File: config.mk
export PLATFORM = sky130hd
export DESIGN_NAME = mod_n_updown_counter
export DESIGN_NICKNAME = d
export VERILOG_FILES = /design/src/rtl/mod_n_updown_counter.sv
export SDC_FILE = /design/constraint.sdc
export NUM_CORES = 1
export LEC_CHECK = 0
export ABC_AREA = 0
export BUFFER_PORTS_ARGS = -buffer_cell sky130_fd_sc_hd__buf_2
export CORE_MARGIN = 2
export CORE_UTILIZATION = 54
export DETAILED_ROUTE_END_ITERATION = 8
export PLACE_DENSITY = 0.88
export SYNTH_ARGS = -nofsm -noshare
export SYNTH_HDL_FRONTEND = slang
export SYNTH_SLANG_ARGS = --single-unit
File: constraint.sdc
create_clock -name clk -period 4.6 [get_ports clk]
set_clock_uncertainty 0.05 [all_clocks]
set_input_delay 0.46 -clock clk [delete_from_list [all_inputs] [get_ports clk]]
set_output_delay 0.46 -clock clk [all_outputs]
set_load 0.05 [all_outputs]
File: src/rtl/mod_n_updown_counter.sv
// Modulo-N up/down counter with clear, clamped load, wrap/saturate ends, wrap pulse and tally.
// Latency: count/wrap_pulse/wrap_cnt/load_err one clk edge after inputs; tc is combinational.
// Backpressure: none; a downstream stage throttles this one only through en.
module mod_n_updown_counter #(
  parameter int MODULUS    = 12,
  parameter int WIDTH      = 4,
  parameter int WRAP_MODE  = 1,
  parameter int WRAP_CNT_W = 8
) (
  input  logic                  clk,
  input  logic                  rst_n,
  input  logic                  clr,
  input  logic                  load,
  input  logic [WIDTH-1:0]      load_val,
  input  logic                  en,
  input  logic                  up_dn,
  output logic [WIDTH-1:0]      count,
  output logic                  tc,
  output logic                  wrap_pulse,
  output logic [WRAP_CNT_W-1:0] wrap_cnt,
  output logic                  load_err
);

  localparam logic [WIDTH-1:0] MAX_VAL = WIDTH'(MODULUS - 1);
  localparam logic [WIDTH-1:0] ONE     = WIDTH'(1);

  logic             at_end;
  logic             wrap_now;
  logic             clamp;
  logic [WIDTH-1:0] count_nxt;

  always_comb begin
    at_end    = up_dn ? (count == MAX_VAL) : (count == '0);
    tc        = en & ~clr & ~load & at_end;
    // In saturate mode tc still fires, but the end value is simply held.
    wrap_now  = tc & (WRAP_MODE != 0);
    clamp     = load_val > MAX_VAL;
    count_nxt = count;
    if (clr) begin
      count_nxt = '0;
    end else if (load) begin
      count_nxt = clamp ? MAX_VAL : load_val;
    end else if (en) begin
      if (!at_end) begin
        count_nxt = up_dn ? count + ONE : count - ONE;
      end else if (WRAP_MODE != 0) begin
        count_nxt = up_dn ? '0 : MAX_VAL;
      end
    end
  end

  always_ff @(posedge clk or negedge rst_n) begin
    if (!rst_n) begin
      count      <= '0;
      wrap_pulse <= 1'b0;
      wrap_cnt   <= '0;
      load_err   <= 1'b0;
    end else begin
      count      <= count_nxt;
      wrap_pulse <= wrap_now;
      load_err   <= ~clr & load & clamp;
      if (clr) begin
        wrap_cnt <= '0;
      end else if (wrap_now) begin
        wrap_cnt <= wrap_cnt + WRAP_CNT_W'(1);
      end
    end
  end

endmodule
# Word-level counts from Yosys, hierarchy flattened
# Cells that the tools add are included.
# W data, S select, Z words.
[totals]
mem_bits_rw = 0
memories = 0
input_bits = 10
out_inout_bits = 15
latchBits = 0
ff_bits = 14
mem_bits_ro = 0
[op_classes]
addsub = 3
n_reduce_logical = 3
n_div = 0
n_eq_ne = 1
n_mul = 0
muxes = 10
n_bitwise = 7
n_lt_le_gt_ge = 1
shifts = 0
[ops]
columns = ["cell", "n"]
rows = [
  ["$mux W4", 7],
  ["$mux W8", 2],
  ["$add A8 B1 Y8 const B", 1],
  ["$and A1 B1 Y1", 5],
  ["$add A4 B1 Y4 const B", 1],
  ["$eq A4 B4 Y1 const B", 1],
  ["$gt A4 B4 Y1 const B", 1],
  ["$logic_not A4 Y1", 1],
  ["$sub A4 B1 Y4 const B", 1],
  ["$reduce_bool A3 Y1", 1],
  ["$not A1 Y1", 2],
  ["$reduce_bool A2 Y1", 1],
  ["$mux W1", 1],
]

# Depth between registers and ports, before layout
[depth]
ltp_word = 6
ltp_mapped = 6
ltp_nobuf = 6

# Least setup slack after synthesis
# OpenSTA, ideal clock, no wires.
[synth_timing]
path_kind = "register -> output"
start = "register count[1]"
end = "output tc"
t_arrival_ns = 2.091
path_stages_with_launch = 3
setup_slack_ns = 1.999
required_ns = 4.090
cell_sequence = "dfrtp_1 or4_4 a211oi_2"
[synth_between]
elab_chain_cells = 3
word_cells_on_any_way = 4
classes_between = "eq/ne: 1; mux: 1; bitwise: 1; reduce/logical: 1"
[synth_rtl]
columns = ["element", "line", "source"]
rows = [
  ["start: declaration", "17", "output logic [WIDTH-1:0] count,"],
  ["start signal: assignment", "59", "count <= count_nxt;"],
  ["$eq A4 B4 Y1 / $logic_not A4 Y1 (equally long branches)", "33", "at_end = up_dn ? (count == MAX_VAL) : (count == '0);"],
  ["$mux W1 (*)", "33", ""],
  ["$and A1 B1 Y1 (*)", "34", "tc = en & ~clr & ~load & at_end;"],
  ["end: declaration", "18", "output logic tc,"],
]
# Every way passes the cells marked *; elsewhere a longest branch is shown, timed or not.

# Worst setup path after layout
# Ends and elaborated chain as after synthesis.

==> results.txt <==
For this run, the number of Yosys warnings is 0. After global routing the overflow that remains totals 0. The tools report the count of instances resized after the clock tree is built as 0. The logs give 1040 sq um for the area of all placed cells without fillers and 0.468 for the sequential fraction of design power. The total power density per cell area came out at 277 nW/um^2. The total count of max-transition violations in the final report was 0.

The floorplan step set the die height to 44.1 microns. For this run, the post-layout net count is 134. The endpoint arrival time on the critical path came out at 2.05 ns.

In this run the power spent charging and discharging nets is 0.0000912 W. For the total vias in the final route, the log shows 801. The worst setup path is launched from a flop. In this design, the stage delay of the slowest critical-path cell is 0.61 ns. The synthesized area per cell came out at 9.34 sq um. No sink is reached through more buffers than the 2 on the longest clock path. The tools report the sum of negative setup slack as 0 ns. For the number of global-route vias before repair, the log shows 738. In the layout the commonest cells are buf_2 (24), dfrtp_1 (14), inv_1 (12), a21oi_1 (10), nor2_1 (6).

Max capacitance violation total: 0. The area growth from synthesis to layout is 19.5%. The hold-fix buffer count after cts came out at 0.

Broken down by cell family, the worst path's largest delay share belongs to simple AND/OR/NAND/NOR gates. The x dimension of the die was 44.1 microns; the post-synthesis compound-gate area fraction was 0.223. The tightest min-delay check is of the primary input to asynchronous set/reset pin type.

The synthesized design contains 14 register bits. After clock tree synthesis, the clock-pin slew on the worst setup and hold paths is 0.09 ns. In the synthesized netlist, the number of instances is 93.

After detailed routing, the average wire length per cell comes to 14.8 microns. The worst relative slew slack came out at 0.716. Post-synthesis share of cell area spent on full adders, half adders and majority gates: 0.0663. TritonCTS built the clock tree. The library cell used most frequently in the layout, excluding fill and tap cells, is buf_2. The critical path goes through or4_4, a211oi_2, buf_2. Setup repair after global routing left no endpoint under its margin. IR analysis of the VDD net gives a maximum drop of 0.262 mV.

Routability-driven placement finished with a final weighted congestion of 0.882. The number of antenna violations at the first check in global routing was 0. Entering global routing, the biggest net connects 18 pins. The repair_antennas step left the layout with diodes totalling 0. The clock reaches the later pin of the worst-skew pair after 0.28 ns. In this run the core area contains 14 standard-cell rows. For the internal power of the cells, the log shows 0.000196 W. Setup violations remaining at the end of the flow were counted as 0. The number of hold violations in the final report was 0; the combinational group share of total power was 0.216. The number of setup buffers added after CTS is 0, and the count of fill cells added during filler insertion is 124.

The sum of buffers and inverters on the critical path is 1, and the total track usage is 0.232. The clock group share of total power came out at 0.316. Summing all multi-input logic gate instances after layout gives 465 sq um.

Port buffering added 24 buffers. The tree is rooted in a clkbuf_4. Initial detailed-routing violation count: 17.

The total clock buffers created by CTS is 3, and the leakage power is 0.514 nW. Summed over all layers, the routed wires come to 2000 microns. Highest-delay cell along the critical path: or4_4. The I/O pin count was 25; the maximum fanout encountered on the critical timing path was 6.

The logs give 0.689 for the final standard cell utilization of the core and 3260 microns for the wire length of the first global-routing pass. STA classifies the critical path endpoint as an output port. The pin slew with the least headroom to its limit came out at 0.426 ns. For the non-filler instance count after layout, the log shows 135.

Counting tap cells, the placed design contains a total of 131 instances. By area, the combinational part of the netlist is dominated by compound AO/OA/AOI/OAI gates. Overall power after layout: 0.000287 W.

The post-detailed-placement half-perimeter wirelength was 1440 microns; the post-route minimum period was 2.56 ns. For this run, design rule violations remaining after detail routing come to 0. Sink count of the clock tree: 14. After detailed routing, the number of vias per cell comes to 5.93.

The share of synthesized area spent on multiplexers was 0.0115; the flip-flop and latch area was 350 sq um. Yosys mapped the design onto 34 distinct sky130hd cell types. The fraction of synthesized cell area in xor and xnor cells is 0.0403. The share of post-route cells with drive strength above 1 is 0.294, and the switching power share of the total is 0.318.

For this run, the top clock speed supported by timing is 391 MHz. Data on the critical path is required at its endpoint by 4.09 ns. After floorplanning, the core was sized to cover 1510 sq um. The post-detailed-placement cell area was 1000 sq um; the share of the clock period used by the worst path after layout was 0.556. After synthesis the cells add up to 868 sq um. The simple-gate share of the synthesized area works out to 0.195. The flow ran to the end, and the final reports show no timing, DRC or antenna violations. The tools report the count of nets left with antenna violations after detail routing as 0. The run gives 1 as the number of levels in the clock H-tree. The floorplan step defined a die boundary enclosing 1940 sq um. Critical path start-end classification: flop to output port. The number of nets handed over by synthesis was 107. The initial core utilization was 0.576; the proportion of synthesized chip area in sequential cells was 0.403. The first detailed-routing pass took 4 iterations.
-- registers in the layout, indices dropped and copies added, names as in the netlist --
signal      count
count           4
wrap_cnt        8
wrap_pulse      1
load_err        1
-- power by group through the flow --
stage,Sequential [W],Combinational [W],Clock (W)
floorplan,0.000149,0.0000285,0
global placement,0.000136,0.0000588,0
detailed placement,0.000136,0.0000614,0
CTS,0.000134,0.0000619,0.0000919
global route,0.000135,0.0000669,0.0000978
finish,0.000134,0.0000620,0.0000907
-- routing by layer --
metal | track usage | vias up | part of all wire
met2 | 0.376 | 22 | 0.52
met5 | 0 | - | 0
met4 | 0.115 | 0 | 0.010
li1 | - | 390 | -
met3 | 0.0367 | 4 | 0.037
met1 | 0.302 | 385 | 0.44
-- layout make-up --
class / instances / area share
clock buffers: 4 / 0.0350
inverters: 12 / 0.0434
multi-input cells: 65 / 0.449
flip-flops and latches: 14 / 0.338
well taps: 16 / 0.0193
repair buffers: 24 / 0.116
-- final timing paths --
kind	startpoint	endpoint	slack, ns	cells past startpoint
worst max-delay path	count[1]$_DFFE_PN0P_	tc	2.04	3
worst min register to register	wrap_cnt[7]$_DFFE_PN0P_	wrap_cnt[7]$_DFFE_PN0P_	0.51	2
worst max register to register	count[1]$_DFFE_PN0P_	wrap_cnt[7]$_DFFE_PN0P_	2.56	4
worst min-delay path	rst_n	wrap_cnt[5]$_DFFE_PN0P_	0.008	1
max in group asynchronous	rst_n	load_err$_DFF_PN0_	4.24	1
min in group clk	load_val[2]	count[2]$_DFFE_PN0P_	0.41	3
-- per-stage QoR --
| step | hold slack (ns) | setup WS [ns] |
|---|---|---|
| floorplan | 0.114 | 2.00 |
| global placement | 0.317 | 2.22 |
| detailed placement | 0.323 | 2.18 |
| CTS | 0.00789 | 2.04 |
| global route | 0.0245 | 1.97 |
| finish | 0.00755 | 2.04 |
-- cells by family after synthesis --
kind of cell	count (synthesis)
simple gates	30
flops	14
buf+inv	14
compound gates	26
xor+xnor	4
mux	1
fa+ha+maj	4
-- synth_stat cells, drive strengths merged --
cell | number | area share
a2111oi | 1 | 0.032
a211o | 1 | 0.010
a211oi | 2 | 0.023
a21o | 1 | 0.0086
a21oi | 10 | 0.058
a221oi | 1 | 0.010
a22o | 1 | 0.010
a31o | 2 | 0.020
a32oi | 1 | 0.010
and3 | 1 | 0.0072
clkbuf | 2 | 0.0086
dfrtp | 14 | 0.40
fa | 1 | 0.023
ha | 3 | 0.043
inv | 12 | 0.052
mux2i | 1 | 0.012
nand2 | 5 | 0.022
nand2b | 1 | 0.0072
nand3 | 2 | 0.012
nand4 | 4 | 0.029
nand4b | 1 | 0.010
nor2 | 6 | 0.026
nor3 | 2 | 0.012
o21a | 1 | 0.0086
o21ai | 4 | 0.023
o22a | 1 | 0.010
or2 | 1 | 0.0072
or3 | 4 | 0.029
or3b | 1 | 0.010
or4 | 1 | 0.013
or4b | 1 | 0.012
xnor2 | 2 | 0.020
xor2 | 2 | 0.020
Power figures use the tool's default switching activity.
